`src/rtl/param_datapath_pkg.sv`:
```
// Shared constants for param_datapath: opcodes, controller states and
// the instruction-width derivations used by the RTL and its bench.
package param_datapath_pkg;

  localparam logic [3:0] OP_ADD  = 4'd0;
  localparam logic [3:0] OP_SUB  = 4'd1;
  localparam logic [3:0] OP_AND  = 4'd2;
  localparam logic [3:0] OP_OR   = 4'd3;
  localparam logic [3:0] OP_XOR  = 4'd4;
  localparam logic [3:0] OP_SLL  = 4'd5;
  localparam logic [3:0] OP_SRL  = 4'd6;
  localparam logic [3:0] OP_MOV  = 4'd7;
  localparam logic [3:0] OP_HALT = 4'd15;

  // HALTED is not a fifth encoding: it is the halted_q flag freezing the FSM.
  typedef enum logic [1:0] {
    ST_FETCH     = 2'd0,
    ST_DECODE    = 2'd1,
    ST_EXECUTE   = 2'd2,
    ST_WRITEBACK = 2'd3
  } state_e;

  function automatic int calc_ra_w(input int reg_depth);
    return $clog2(reg_depth);
  endfunction

  // op[3:0], isel, rd, rs1, field
  function automatic int calc_instr_w(input int reg_depth, input int imm_w);
    return 4 + 1 + 2 * $clog2(reg_depth) + imm_w;
  endfunction

endpackage

```
`src/rtl/param_regfile.sv`:
```
// Register file: two combinational read ports, a debug read port, one
// synchronous write port, r0 hardwired to zero, synchronous clear.
module param_regfile
  import param_datapath_pkg::*;
#(
  parameter int DATA_W    = 16,
  parameter int REG_DEPTH = 16,
  localparam int RA_W     = calc_ra_w(REG_DEPTH)
) (
  input  logic              clk,
  input  logic              reset,
  input  logic              we_i,
  input  logic [RA_W-1:0]   waddr_i,
  input  logic [DATA_W-1:0] wdata_i,
  input  logic [RA_W-1:0]   raddr1_i,
  output logic [DATA_W-1:0] rdata1_o,
  input  logic [RA_W-1:0]   raddr2_i,
  output logic [DATA_W-1:0] rdata2_o,
  input  logic [RA_W-1:0]   dbg_addr_i,
  output logic [DATA_W-1:0] dbg_data_o
);

  logic [DATA_W-1:0] regs_q [REG_DEPTH];

  // Clear on reset; writes to r0 are dropped so it never leaves zero.
  always_ff @(posedge clk) begin
    if (reset) begin
      for (int i = 0; i < REG_DEPTH; i++) regs_q[i] <= '0;
    end else if (we_i && (waddr_i != '0)) begin
      regs_q[waddr_i] <= wdata_i;
    end
  end

  assign rdata1_o   = (raddr1_i   == '0) ? '0 : regs_q[raddr1_i];
  assign rdata2_o   = (raddr2_i   == '0) ? '0 : regs_q[raddr2_i];
  assign dbg_data_o = (dbg_addr_i == '0) ? '0 : regs_q[dbg_addr_i];

endmodule

```
`src/rtl/param_datapath.sv`:
```
// Multi-cycle datapath: FETCH/DECODE/EXECUTE/WRITEBACK controller, register
// file, immediate sign-extension and inline ALU, with HALT and retire count.
// Handshake: a word transfers on the rising edge where instr_valid &&
// instr_ready; instr_ready is high only in FETCH while not halted, and the
// word is held in ir_q until the next transfer.
module param_datapath
  import param_datapath_pkg::*;
#(
  parameter int DATA_W    = 16,
  parameter int REG_DEPTH = 16,
  parameter int IMM_W     = 8,
  parameter int CNT_W     = 16,
  localparam int RA_W     = calc_ra_w(REG_DEPTH),
  localparam int INSTR_W  = calc_instr_w(REG_DEPTH, IMM_W)
) (
  input  logic               clk,
  input  logic               reset,
  input  logic [INSTR_W-1:0] instr,
  input  logic               instr_valid,
  output logic               instr_ready,
  input  logic [RA_W-1:0]    dbg_addr,
  output logic [DATA_W-1:0]  dbg_data,
  output logic               zero_flag,
  output logic               carry_flag,
  output logic               halted,
  output logic [CNT_W-1:0]   retired,
  output logic [1:0]         dbg_state
);

  localparam int SH_W = $clog2(DATA_W);

  state_e              state_q, state_d;
  logic [INSTR_W-1:0]  ir_q, ir_d;
  logic [DATA_W-1:0]   a_q, a_d, b_q, b_d, res_q, res_d;
  logic                zn_q, zn_d, cn_q, cn_d;
  logic                zero_q, zero_d, carry_q, carry_d;
  logic                halted_q, halted_d;
  logic [CNT_W-1:0]    retired_q, retired_d;

  logic [3:0]          op;
  logic                isel;
  logic [RA_W-1:0]     rd, rs1;
  logic [IMM_W-1:0]    field;
  logic [DATA_W-1:0]   imm_sext, rdata1, rdata2;
  logic [DATA_W-1:0]   alu_res;
  logic                alu_carry;
  logic [DATA_W:0]     sum;
  logic                rf_we;

  assign op       = ir_q[INSTR_W-1 -: 4];
  assign isel     = ir_q[INSTR_W-5];
  assign rd       = ir_q[INSTR_W-6 -: RA_W];
  assign rs1      = ir_q[INSTR_W-6-RA_W -: RA_W];
  assign field    = ir_q[IMM_W-1:0];
  assign imm_sext = DATA_W'($signed(field));

  param_regfile #(.DATA_W(DATA_W), .REG_DEPTH(REG_DEPTH)) u_regfile (
    .clk        (clk),
    .reset      (reset),
    .we_i       (rf_we),
    .waddr_i    (rd),
    .wdata_i    (res_q),
    .raddr1_i   (rs1),
    .rdata1_o   (rdata1),
    .raddr2_i   (field[RA_W-1:0]),
    .rdata2_o   (rdata2),
    .dbg_addr_i (dbg_addr),
    .dbg_data_o (dbg_data)
  );

  // ALU on the operands latched in DECODE; NOP/HALT codes produce nothing.
  always_comb begin
    alu_res   = '0;
    alu_carry = 1'b0;
    sum       = '0;
    case (op)
      OP_ADD: begin
        sum       = {1'b0, a_q} + {1'b0, b_q};
        alu_res   = sum[DATA_W-1:0];
        alu_carry = sum[DATA_W];
      end
      OP_SUB: begin
        sum       = {1'b0, a_q} - {1'b0, b_q};
        alu_res   = sum[DATA_W-1:0];
        alu_carry = sum[DATA_W];
      end
      OP_AND:  alu_res = a_q & b_q;
      OP_OR:   alu_res = a_q | b_q;
      OP_XOR:  alu_res = a_q ^ b_q;
      OP_SLL:  alu_res = a_q << b_q[SH_W-1:0];
      OP_SRL:  alu_res = a_q >> b_q[SH_W-1:0];
      OP_MOV:  alu_res = b_q;
      default: ;
    endcase
  end

  // Controller next-state and datapath register updates; frozen once halted.
  always_comb begin
    state_d     = state_q;
    ir_d        = ir_q;
    a_d         = a_q;
    b_d         = b_q;
    res_d       = res_q;
    zn_d        = zn_q;
    cn_d        = cn_q;
    zero_d      = zero_q;
    carry_d     = carry_q;
    halted_d    = halted_q;
    retired_d   = retired_q;
    rf_we       = 1'b0;
    instr_ready = 1'b0;
    if (!halted_q) begin
      case (state_q)
        ST_FETCH: begin
          instr_ready = 1'b1;
          if (instr_valid) begin
            ir_d    = instr;
            state_d = ST_DECODE;
          end
        end
        ST_DECODE: begin
          a_d     = rdata1;
          b_d     = isel ? imm_sext : rdata2;
          state_d = ST_EXECUTE;
        end
        ST_EXECUTE: begin
          if (op == OP_HALT) begin
            halted_d  = 1'b1;
            retired_d = retired_q + CNT_W'(1);
            state_d   = ST_FETCH;
          end else begin
            res_d   = alu_res;
            zn_d    = (alu_res == '0);
            cn_d    = alu_carry;
            state_d = ST_WRITEBACK;
          end
        end
        ST_WRITEBACK: begin
          if (!op[3]) begin
            rf_we   = 1'b1;
            zero_d  = zn_q;
            carry_d = cn_q;
          end
          retired_d = retired_q + CNT_W'(1);
          state_d   = ST_FETCH;
        end
        default: state_d = ST_FETCH;
      endcase
    end
  end

  // State registers with synchronous reset aborting any instruction in flight.
  always_ff @(posedge clk) begin
    if (reset) begin
      state_q   <= ST_FETCH;
      ir_q      <= '0;
      a_q       <= '0;
      b_q       <= '0;
      res_q     <= '0;
      zn_q      <= 1'b0;
      cn_q      <= 1'b0;
      zero_q    <= 1'b0;
      carry_q   <= 1'b0;
      halted_q  <= 1'b0;
      retired_q <= '0;
    end else begin
      state_q   <= state_d;
      ir_q      <= ir_d;
      a_q       <= a_d;
      b_q       <= b_d;
      res_q     <= res_d;
      zn_q      <= zn_d;
      cn_q      <= cn_d;
      zero_q    <= zero_d;
      carry_q   <= carry_d;
      halted_q  <= halted_d;
      retired_q <= retired_d;
    end
  end

  assign zero_flag  = zero_q;
  assign carry_flag = carry_q;
  assign halted     = halted_q;
  assign retired    = retired_q;
  assign dbg_state  = state_q;

endmodule

```
`config.mk`:
```
export PLATFORM = sky130hd
export DESIGN_NAME = param_datapath
export DESIGN_NICKNAME = d
export VERILOG_FILES = /design/src/rtl/param_datapath_pkg.sv /design/src/rtl/param_regfile.sv /design/src/rtl/param_datapath.sv
export SDC_FILE = /design/constraint.sdc
export NUM_CORES = 1
export LEC_CHECK = 0
export BUFFER_PORTS_ARGS = -buffer_cell sky130_fd_sc_hd__buf_2
export CAP_MARGIN = 40
export CORE_MARGIN = 10
export CORE_UTILIZATION = 39
export CTS_BUF_LIST = sky130_fd_sc_hd__clkbuf_2 sky130_fd_sc_hd__clkbuf_4 sky130_fd_sc_hd__clkbuf_8
export CTS_CLUSTER_SIZE = 20
export DETAILED_ROUTE_END_ITERATION = 6
export GPL_TIMING_DRIVEN = 0
export SYNTH_ARGS = -nofsm -noshare
export SYNTH_HDL_FRONTEND = slang
export SYNTH_SLANG_ARGS = --single-unit
```
`constraint.sdc`:
```
create_clock -name clk -period 4.1 [get_ports clk]
set_input_delay 0.615 -clock clk [delete_from_list [all_inputs] [get_ports clk]]
set_output_delay 0.615 -clock clk [all_outputs]
set_load 0.01 [all_outputs]
```
==> results.sh, run 1 <==
export IMPL_outcome="finished, violations left"
export IMPL_violations="setup timing"
export IMPL_rrSetupSlack_ns=-0.01
export IMPL_synth_compound_area_share_pct=8.77
export IMPL_grt_max_degree=17
export IMPL_portBuffers=61
export IMPL_syn_instance_count=1799
export IMPL_max_vdd_ir_drop_mv=0.209
export IMPL_worstMarginPinSlew_ns=1.01
export IMPL_core_area_mm2=0.0577
export IMPL_hold_start="instr[20]"
export IMPL_drtPass1Iterations=5
export IMPL_wl_um=91200
export IMPL_hold_path_depth=3
export IMPL_ioPinCount=66
export IMPL_dpl_instance_area_mm2=0.0251
export IMPL_slew_violations=0
export IMPL_clockBufferDepth=3
export IMPL_finalSetupViolCount=1
export IMPL_path_cells="buf_4 > inv_1 > buf_6 > buf_6 > ha_1 > nor2_1 > o311a_1 > o221ai_1 > o32a_1 > a22oi_1 > a2111oi_4 > nand4_1 > or4_1 > o31ai_2"
export IMPL_synth_seq_cells=356
export IMPL_max_cap_violations=0
export IMPL_setup_ws_ns=-0.0116
export IMPL_syn_avg_cell_area_um2=12.7
export IMPL_wl_per_cell_um=32.3
export IMPL_hold_end="ir_q[20]$_SDFFE_PP0P_"
export IMPL_seq_area_frac_synth_pct=42.6
export IMPL_cp_buffers_inverters=4
export IMPL_place_gp_congestion=0.970
export IMPL_synth_cell_area_mm2=0.0228
export IMPL_synth_edf_count=256
export IMPL_fin_area_mm2=0.0266
export IMPL_nets=2090
export IMPL_syn_to_final_growth_pct=17.0
export IMPL_vias=17900
export IMPL_synth_top_cell_by_area="edfxtp_1"
export IMPL_yosys_area_share_adder_pct=2.98
export IMPL_ys_warn_count=0
export IMPL_finalPower_uw=10000
export IMPL_cts_root_buf="clkbuf_8"
export IMPL_start_util_pct=39.5
export IMPL_period_needed_ns=4.11
export IMPL_cpPeakStageDelay_ns=0.52
export IMPL_die_x_um=262
export IMPL_ant_nets=0
export IMPL_cts_sink_count=356
export IMPL_fin_hold_ws_ns=0.188
export IMPL_remaining_drc_errors=0
export IMPL_slew_headroom_pct=32.0
export IMPL_num_rows=88
export IMPL_synth_cell_type_count=82
export IMPL_arrival_ns=4.66
export IMPL_synth_mux_area_share_pct=27.4
export IMPL_crit_type="register to register"
export IMPL_r2r_start="b_q[2]$_SDFFE_PP0P_"
export IMPL_power_per_cell_area_mw_per_mm2=376
export IMPL_synth_simple_area_share_pct=13.8
export IMPL_antenna_found_initial=3
export IMPL_synth_xor_area_share_pct=0.654
export IMPL_grt_pass1_wl_um=130000
export IMPL_worst_path_max_delay_cell="a2111oi_4"
export IMPL_hold_buffers=0
export IMPL_fmax_mhz=243
export IMPL_synth_area_leaders="edfxtp_1, mux4_2, dfxtp_1"
export IMPL_worstHoldPathType="input pin to register"
export IMPL_period_share_pct=100
export IMPL_p_leak_uw=0.00933
export IMPL_fp_dieH_um=262
export IMPL_synth_top_family_by_area="multiplexers"
export IMPL_r2r_end="zn_q$_SDFFE_PP0P_"
export IMPL_finalHoldViolCount=0
export IMPL_drt_vias_per_instance=6.32
export IMPL_synthFlopType="edfxtp_1"
export IMPL_worstPathRequired_ns=4.65
export IMPL_async_reset_ff_share_pct=0
export IMPL_rsz0062_at_grt="yes"
export IMPL_die_area_mm2=0.0684
export IMPL_final_core_util_pct=46.2
export IMPL_synth_top_cell_area_share_pct=33.8
export IMPL_grt_pass1_vias=17900
export IMPL_worst_setup_path_start_kind="register"
export IMPL_cts_buffers=66
export IMPL_clk_pin_slew_worst_paths_ns=0.07
export IMPL_fin_worst_skew_ns=0.0474
export IMPL_cp_end_kind="register"
export IMPL_reg2regPathDepth=14
export IMPL_grt_ovfl_total=0
export IMPL_grt_use_total_pct=26.6
export IMPL_drive_gt1_share_pct=28.0
export IMPL_hpwl_um=70500
export IMPL_cts_tree="done"
export IMPL_crit_family="compound AO/OA/AOI/OAI gates"
export IMPL_clock_latency_ns=0.68
export IMPL_cts_htree_levels=3
export IMPL_drt_iter0_drc=2165
export IMPL_cpMostUsedCell="buf_6"
export IMPL_crit_fanout=11
==> routing by layer <==
| metal | vias up | GRT usage [%] | wire (um) |
|---|---|---|---|
| li1 | 7425 | - | - |
| met1 | 9046 | 32.2 | 33500 |
| met2 | 1132 | 43.6 | 43600 |
| met3 | 267 | 6.01 | 8840 |
| met4 | 0 | 14.7 | 5320 |
| met5 | - | 0 | 0 |
==> cells in the final DEF (no fill, tap or decap), types with 44 or more instances in the layout <==
cell type and count:
mux4_2 260, edfxtp_1 256, ha_1 51, inv_1 44, clkbuf_1 109, and2_1 248, nand2_1 84, buf_2 77
dfxtp_1 95, a21oi_1 69, nor2_1 113, clkbuf_8 72
==> timing repair <==
| item | in CTS | in global routing |
|---|---|---|
| gates resized for setup | 8 | 16 |
| setup endpoints to repair | 11 | 69 |
| buffers inserted | 0 | 0 |
==> state kept, by name (all words and copies together), names as in the netlist, named ones only <==
name and count:
zero_flag 1, dbg_state 2, halted 1, cn_q 1, a_q 16, b_q 16, zn_q 1, retired 16
carry_flag 1, res_q 16, u_regfile.regs_q 256, ir_q 21
==> per-stage QoR <==
step / worst slack, ns / std cells / TNS [ns]
2_1_floorplan: 0.669 / 1814 / 0
3_3_place_gp: -2.90 / 2640 / -648.31
3_5_place_dp: -0.247 / 2705 / -0.271
4_1_cts: 0.0142 / 2824 / 0
5_1_grt: -0.0951 / 2826 / -0.0951
6_report: -0.0116 / 2827 / -0.0116
==> worst register-to-register path, delay by kind of cell (launching register included) <==
kind / cells / cell delay [ns]
fa+ha+maj: 1 / 0.43
compound gates: 6 / 1.83
buf+inv: 4 / 0.64
flops: 1 / 0.38
simple gates: 3 / 0.73
==> where the power goes <==
group	switching [uW]	leakage, uW	internal, uW
clock network	1660	0.000731	2170
registers	200	0.00345	4010
logic	1140	0.00515	836
total	3000	0.00933	7010
==> logic make-up after synthesis <==
logic type / Yosys count
DFF: 356
xor gates and xnor gates: 17
adders and majority gates: 53
buffers and inverters: 206
muxes: 296
and+or+nand+nor: 583
AOI/OAI and AO/OA: 287
other: 1
==> layout make-up <==
cell class	instances	area, um2
plain buffers	160	686
well taps	765	957
fillers	5218	31100
clock inverters	30	318
diodes	2	5.00
inverters	46	175
multi-input cells	1252	12500
repair buffers	127	1210
clock buffers	89	1120
flip-flops and latches	356	9700
==> worst max-delay path by stage <==
stage / startpoint / end / slack [ns] / depth (start not counted)
2_1_floorplan: ir_q[20]$_SDFFE_PP0P_ / u_regfile.regs_q[8][0]$_SDFFCE_PN0P_ / 0.67 / 6
3_3_place_gp: ir_q[20]$_SDFFE_PP0P_ / u_regfile.regs_q[11][10]$_SDFFCE_PN0P_ / -2.90 / 5
3_5_place_dp: b_q[1]$_SDFFE_PP0P_ / zn_q$_SDFFE_PP0P_ / -0.25 / 13
4_1_cts: dbg_addr[0] / dbg_data[14] / 0.01 / 7
5_1_grt: b_q[2]$_SDFFE_PP0P_ / zn_q$_SDFFE_PP0P_ / -0.1 / 14
6_report: b_q[2]$_SDFFE_PP0P_ / zn_q$_SDFFE_PP0P_ / -0.01 / 14
==> cells in the mapped netlist (6+ instances only) <==
master    count
a211oi_1     41
nor2_1      116
nand4_1      10
mux2_1        7
a21o_1       10
a221oi_1      9
a22oi_1      34
o211ai_1      7
and2_1      248
and3_1        8
clkbuf_1    112
or3_1         6
buf_2        14
buf_6         6
nand2b_1      8
nor3_1       19
mux2i_1      24
a21oi_1      70
a31oi_1       6
edfxtp_1    256
xor2_1       10
mux4_2      260
nand3_1      26
buf_1        24
o21ai_0      34
inv_1        44
dfxtp_1     100
nand2_1      84
ha_1         51
nor2b_1      26
nor4_1        7
o31ai_1       6
xnor2_1       7
o22ai_1       6
Note: power is estimated with default switching activity, not from simulation.
==> run 2: changes to the inputs <==
Settings changed: CORE_MARGIN 10 to 2.
==> run 2 against run 1 <==
  * Combinational power fell by 3%
  * Maximum frequency rose by 1.2%
  * The flow now finishes without violations
  * Sequential power barely moved
  * Non-clock buffer count fell by 7
  * Clock skew fell by 0.0056 ns
  * Cell count fell by 0.74%
  * Setup slack improved by 0.049 ns
  * Critical path depth did not move
==> results.sh, run 2 (synthesis gave the netlist of run 1 again) <==
export IMPL_outcome="complete, no violations"
export IMPL_cpMostUsedCell="buf_6"
export IMPL_cts_buffers=60
export IMPL_grt_ovfl_total=0
export IMPL_dpl_instance_area_mm2=0.0249
export IMPL_worstHoldPathType="input pin to register"
export IMPL_crit_fanout=11
export IMPL_vias=17700
export IMPL_antenna_found_initial=2
export IMPL_cts_htree_levels=2
export IMPL_fp_dieH_um=246
export IMPL_slew_violations=0
export IMPL_finalPower_uw=9870
export IMPL_worstMarginPinSlew_ns=0.957
export IMPL_wl_per_cell_um=31.1
export IMPL_drive_gt1_share_pct=27.5
export IMPL_die_area_mm2=0.0603
export IMPL_arrival_ns=4.63
export IMPL_hpwl_um=68400
export IMPL_crit_family="simple AND/OR/NAND/NOR gates"
export IMPL_worst_path_max_delay_cell="a2111oi_2"
export IMPL_clk_pin_slew_worst_paths_ns=0.06
export IMPL_num_rows=88
export IMPL_registers_top_by_ff_count="u_regfile.regs_q"
export IMPL_syn_to_final_growth_pct=15.7
export IMPL_grt_pass1_vias=17700
export IMPL_clockBufferDepth=3
export IMPL_ioPinCount=66
export IMPL_fin_area_mm2=0.0263
export IMPL_largest_reg_flops=256
export IMPL_remaining_drc_errors=0
export IMPL_cts_sink_count=356
export IMPL_clock_latency_ns=0.67
export IMPL_power_per_cell_area_mw_per_mm2=375
export IMPL_fin_hold_ws_ns=0.223
export IMPL_cp_end_kind="register"
export IMPL_ant_nets=0
export IMPL_grt_pass1_wl_um=127000
export IMPL_portBuffers=61
export IMPL_cts_tree="done"
export IMPL_path_cells="buf_6 > buf_6 > buf_6 > inv_4 > ha_1 > nand2b_1 > o21ai_1 > o221ai_2 > a2111oi_2 > nand4_1 > nor4_2 > nand4_1 > or4_1 > o31ai_2"
export IMPL_finalSetupViolCount=0
export IMPL_place_gp_congestion=0.982
export IMPL_core_area_mm2=0.0577
export IMPL_cpPeakStageDelay_ns=0.61
export IMPL_max_vdd_ir_drop_mv=0.274
export IMPL_cts_root_buf="clkbuf_8"
export IMPL_setup_ws_ns=0.0369
export IMPL_max_cap_violations=0
export IMPL_wl_um=87400
export IMPL_finalHoldViolCount=0
export IMPL_die_x_um=246
export IMPL_final_setup_tns_ns=0
export IMPL_crit_type="register to register"
export IMPL_drtPass1Iterations=7
export IMPL_final_cell_mix="mux4_2, edfxtp_1, and2_1"
export IMPL_cp_buffers_inverters=4
export IMPL_grt_use_total_pct=29.3
export IMPL_fmax_mhz=246
export IMPL_worstPathRequired_ns=4.67
export IMPL_p_leak_uw=0.00921
export IMPL_rsz0062_at_grt="yes"
export IMPL_worst_setup_path_start_kind="register"
export IMPL_dp_slack_ns=-0.302
export IMPL_grt_max_degree=17
export IMPL_drt_vias_per_instance=6.32
export IMPL_start_util_pct=39.5
export IMPL_final_common_cell="mux4_2"
export IMPL_fin_worst_skew_ns=0.0418
export IMPL_nets=2077
export IMPL_slew_headroom_pct=36.2
export IMPL_period_share_pct=99.1
export IMPL_drt_iter0_drc=1887
export IMPL_reg_top3="u_regfile.regs_q (256), ir_q (21)"
export IMPL_period_needed_ns=4.06
==> run 2: final timing paths <==
path / from / to / slack (ns) / cells after the start
setup / recovery: b_q[0]$_SDFFE_PP0P_ / zn_q$_SDFFE_PP0P_ / 0.04 / 14
hold / removal: instr[4] / ir_q[4]$_SDFFE_PP0P_ / 0.22 / 3
setup reg to reg: b_q[0]$_SDFFE_PP0P_ / zn_q$_SDFFE_PP0P_ / 0.04 / 14
hold reg to reg: ir_q[6]$_SDFFE_PP0P_ / ir_q[6]$_SDFFE_PP0P_ / 0.47 / 2
==> run 2: worst min-delay path: cells and delay by family <==
family / cells / cell delay (ns)
simple gates: 1 / 0.05
compound gates: 1 / 0.05
buf+inv: 1 / 0.10
==> run 2: timing repair <==
item	in CTS	in global routing
gates resized for setup	8	14
endpoints found under the setup margin	1	50
hold buffers	0	0
cloned	0	0
pin swaps	1	1
setup buffers	0	2
==> run 2: cell type report <==
type	count	area (um2)
Fill cell	5293	31400
Multi-Input combinational cell	1252	12400
Sequential cell	356	9700
Timing Repair Buffer	120	1040
Clock buffer	83	1020
Tap cell	765	957
Buffer	160	682
Clock inverter	23	355
Inverter	46	175
Antenna cell	1	2.50
==> run 2: metal layers <==
layer / up-vias / GRT usage, % / share of wire (%)
met4: 2 / 13.2 / 4.9
met1: 8986 / 38.5 / 39
met5: - / 0 / 0.015
met2: 1135 / 46.3 / 46
li1: 7399 / - / -
met3: 202 / 6.73 / 9.7
==> run 2: power breakdown <==
group / total [uW] / switching [uW] / internal [uW]
combinational: 1930 / 1100 / 829
sequential: 4220 / 218 / 4010
clock: 3710 / 1530 / 2180
==> run 2: metrics by stage <==
| step | std cells | util, % |
|---|---|---|
| final | 2806 | 45.6 |
| after global routing | 2805 | 45.6 |
| after CTS | 2803 | 45.5 |
| after detailed placement | 2697 | 43.1 |
| after global placement | 2640 | 41.7 |
| after floorplan | 1814 | - |
==> run 3: changes to the inputs <==
Settings changed: CORE_MARGIN 2 to not set, SETUP_SLACK_MARGIN set to 0.5.
==> run 3 against run 2 <==
  * The run now ends with DRC left
  * Routed wire length down 8.8%
  * Die area shrank 1.6%
  * Final area is 0.26% higher
  * First-iteration DRC count shrank 1.6%
  * Sequential cell count is the same
  * Clock power shrank 8.9%
  * Highest routed layer unchanged
  * Clock skew decreased by 0.012 ns
  * Via count shrank 2.1%
  * Register-to-register slack better by 0.46 ns
  * Non-clock buffer count is 8 lower
==> results.sh, run 3 (synthesis gave the netlist of run 1 again) <==
export IMPL_outcome="finished, violations left"
export IMPL_violations="DRC"
export IMPL_period_needed_ns=3.61
export IMPL_grt_max_degree=17
export IMPL_num_rows=88
export IMPL_hpwl_um=63600
export IMPL_place_gp_congestion=1.00
export IMPL_drtPass1Iterations=7
export IMPL_clk_pin_slew_worst_paths_ns=0.06
export IMPL_cp_end_kind="register"
export IMPL_r2r_start="a_q[0]$_SDFFE_PP0P_"
export IMPL_final_setup_tns_ns=0
export IMPL_dpl_instance_area_mm2=0.0247
export IMPL_portBuffers=61
export IMPL_registers_top_by_ff_count="u_regfile.regs_q"
export IMPL_p_leak_uw=0.00919
export IMPL_worstHoldPathType="input pin to register"
export IMPL_vias=17400
export IMPL_finalHoldViolCount=0
export IMPL_cts_tree="done"
export IMPL_ant_nets=0
export IMPL_period_share_pct=88.0
export IMPL_wl_um=79700
export IMPL_antenna_found_initial=2
export IMPL_grt_ovfl_total=0
export IMPL_die_x_um=244
export IMPL_drt_iter0_drc=1856
export IMPL_start_util_pct=39.5
export IMPL_dp_slack_ns=-0.280
export IMPL_grt_pass1_wl_um=117000
export IMPL_max_cap_violations=0
export IMPL_n_fill_cell=5199
export IMPL_final_cell_mix="mux4_2, edfxtp_1, and2_1"
export IMPL_fin_area_mm2=0.0264
export IMPL_multi_input_area_mm2=0.0126
export IMPL_syn_to_final_growth_pct=16.0
export IMPL_reg_top3="u_regfile.regs_q (256), ir_q (21)"
export IMPL_max_vdd_ir_drop_mv=0.260
export IMPL_fp_dieH_um=244
export IMPL_remaining_drc_errors=4
export IMPL_wl_per_cell_um=28.5
export IMPL_cts_sink_count=356
export IMPL_worstPathRequired_ns=4.66
export IMPL_largest_reg_flops=256
export IMPL_crit_type="register to register"
export IMPL_finalSetupViolCount=0
export IMPL_seqCellArea_mm2=0.00973
export IMPL_drive_gt1_share_pct=29.2
export IMPL_slew_headroom_pct=35.3
export IMPL_cts_root_buf="clkbuf_8"
export IMPL_clock_latency_ns=0.65
export IMPL_worstMarginPinSlew_ns=0.971
export IMPL_fmax_mhz=277
export IMPL_ioPinCount=66
export IMPL_rsz0062_at_grt="yes"
export IMPL_clockBufferDepth=3
export IMPL_core_area_mm2=0.0577
export IMPL_worst_setup_path_start_kind="register"
export IMPL_arrival_ns=4.17
export IMPL_hold_start="instr[18]"
export IMPL_power_per_cell_area_mw_per_mm2=361
export IMPL_startpoint="a_q[0]$_SDFFE_PP0P_"
export IMPL_cts_htree_levels=2
export IMPL_setup_ws_ns=0.494
export IMPL_drt_vias_per_instance=6.20
export IMPL_grt_pass1_vias=17400
export IMPL_fin_worst_skew_ns=0.0293
export IMPL_grt_use_total_pct=26.9
export IMPL_final_common_cell="mux4_2"
export IMPL_die_area_mm2=0.0593
export IMPL_crit_fanout=8
export IMPL_nets=2069
export IMPL_slew_violations=0
export IMPL_cts_buffers=60
export IMPL_fin_hold_ws_ns=0.217
-- run 3: cell count changes in the layout (fill, tap and decap cells not counted), moves of 5 or more --
| cell | delta |
|---|---|
| buf_4 | +11 |
| buf_6 | -12 |
| bufinv_16 | -5 |
| clkbuf_1 | -12 |
| clkbuf_2 | +13 |
| clkinv_1 | +5 |
| dfxtp_1 | -9 |
| dfxtp_4 | +8 |
| nor2_1 | -5 |
| nor2_2 | +5 |
-- run 3: report_power, final --
part,internal [uW],switching (uW),total (uW),leakage (uW)
Sequential,4000,212,4220,0.00346
Combinational,864,1070,1940,0.00506
Clock,1890,1490,3380,0.000666
Total,6760,2770,9540,0.00919
-- run 3: worst max-delay path, cell delays in order, from the launching register on --
cell	delay [ns]
dfxtp_4	0.42
inv_1	0.08
ha_1	0.24
fa_1	0.42
nor2_2	0.16
o311a_4	0.23
o22ai_2	0.09
a221o_1	0.31
a211o_1	0.38
nor4_4	0.34
nand4_1	0.14
or4_1	0.51
o31ai_2	0.21
-- run 3: worst paths after layout --
| kind | to | slack, ns | cells past startpoint |
|---|---|---|---|
| worst max register to register | zn_q$_SDFFE_PP0P_ | 0.49 | 12 |
| worst min register to register | ir_q[6]$_SDFFE_PP0P_ | 0.46 | 2 |
| worst min-delay path | ir_q[18]$_SDFFE_PP0P_ | 0.22 | 3 |
| worst max-delay path | zn_q$_SDFFE_PP0P_ | 0.49 | 12 |
-- run 3: cell type report --
type | instances | share of cell area [%]
Multi-Input combinational cell | 1252 | 47.8
Sequential cell | 356 | 36.9
Clock buffer | 84 | 3.95
Tap cell | 765 | 3.63
Timing Repair Buffer | 112 | 3.46
Buffer | 160 | 2.74
Clock inverter | 25 | 0.853
Inverter | 46 | 0.678
Antenna cell | 1 | 0.00948
-- run 3: per-layer routing --
metal  GRT usage [%]  part of all wire, %
met1            34.7                   39
met2            43.6                   47
met3            5.23                  9.0
met4            12.6                  5.0
met5               0                0.015
-- run 3: stage by stage --
step | std cells | total power [uW] | utilization (%)
6_report | 2801 | 9540 | 45.8
4_1_cts | 2791 | 9470 | 45.2
3_3_place_gp | 2640 | 5990 | 41.7
3_5_place_dp | 2678 | 6070 | 42.7
2_1_floorplan | 1814 | 5390 | -
5_1_grt | 2801 | 9860 | 45.8
-- run 3: timing repair --
item | in CTS | in global routing
resized for setup | 40 | 64
hold buffers | 0 | 0
setup endpoints to repair | 161 | 95
gates cloned | 0 | 0
buffers inserted | 4 | 9
pin swaps | 3 | 16
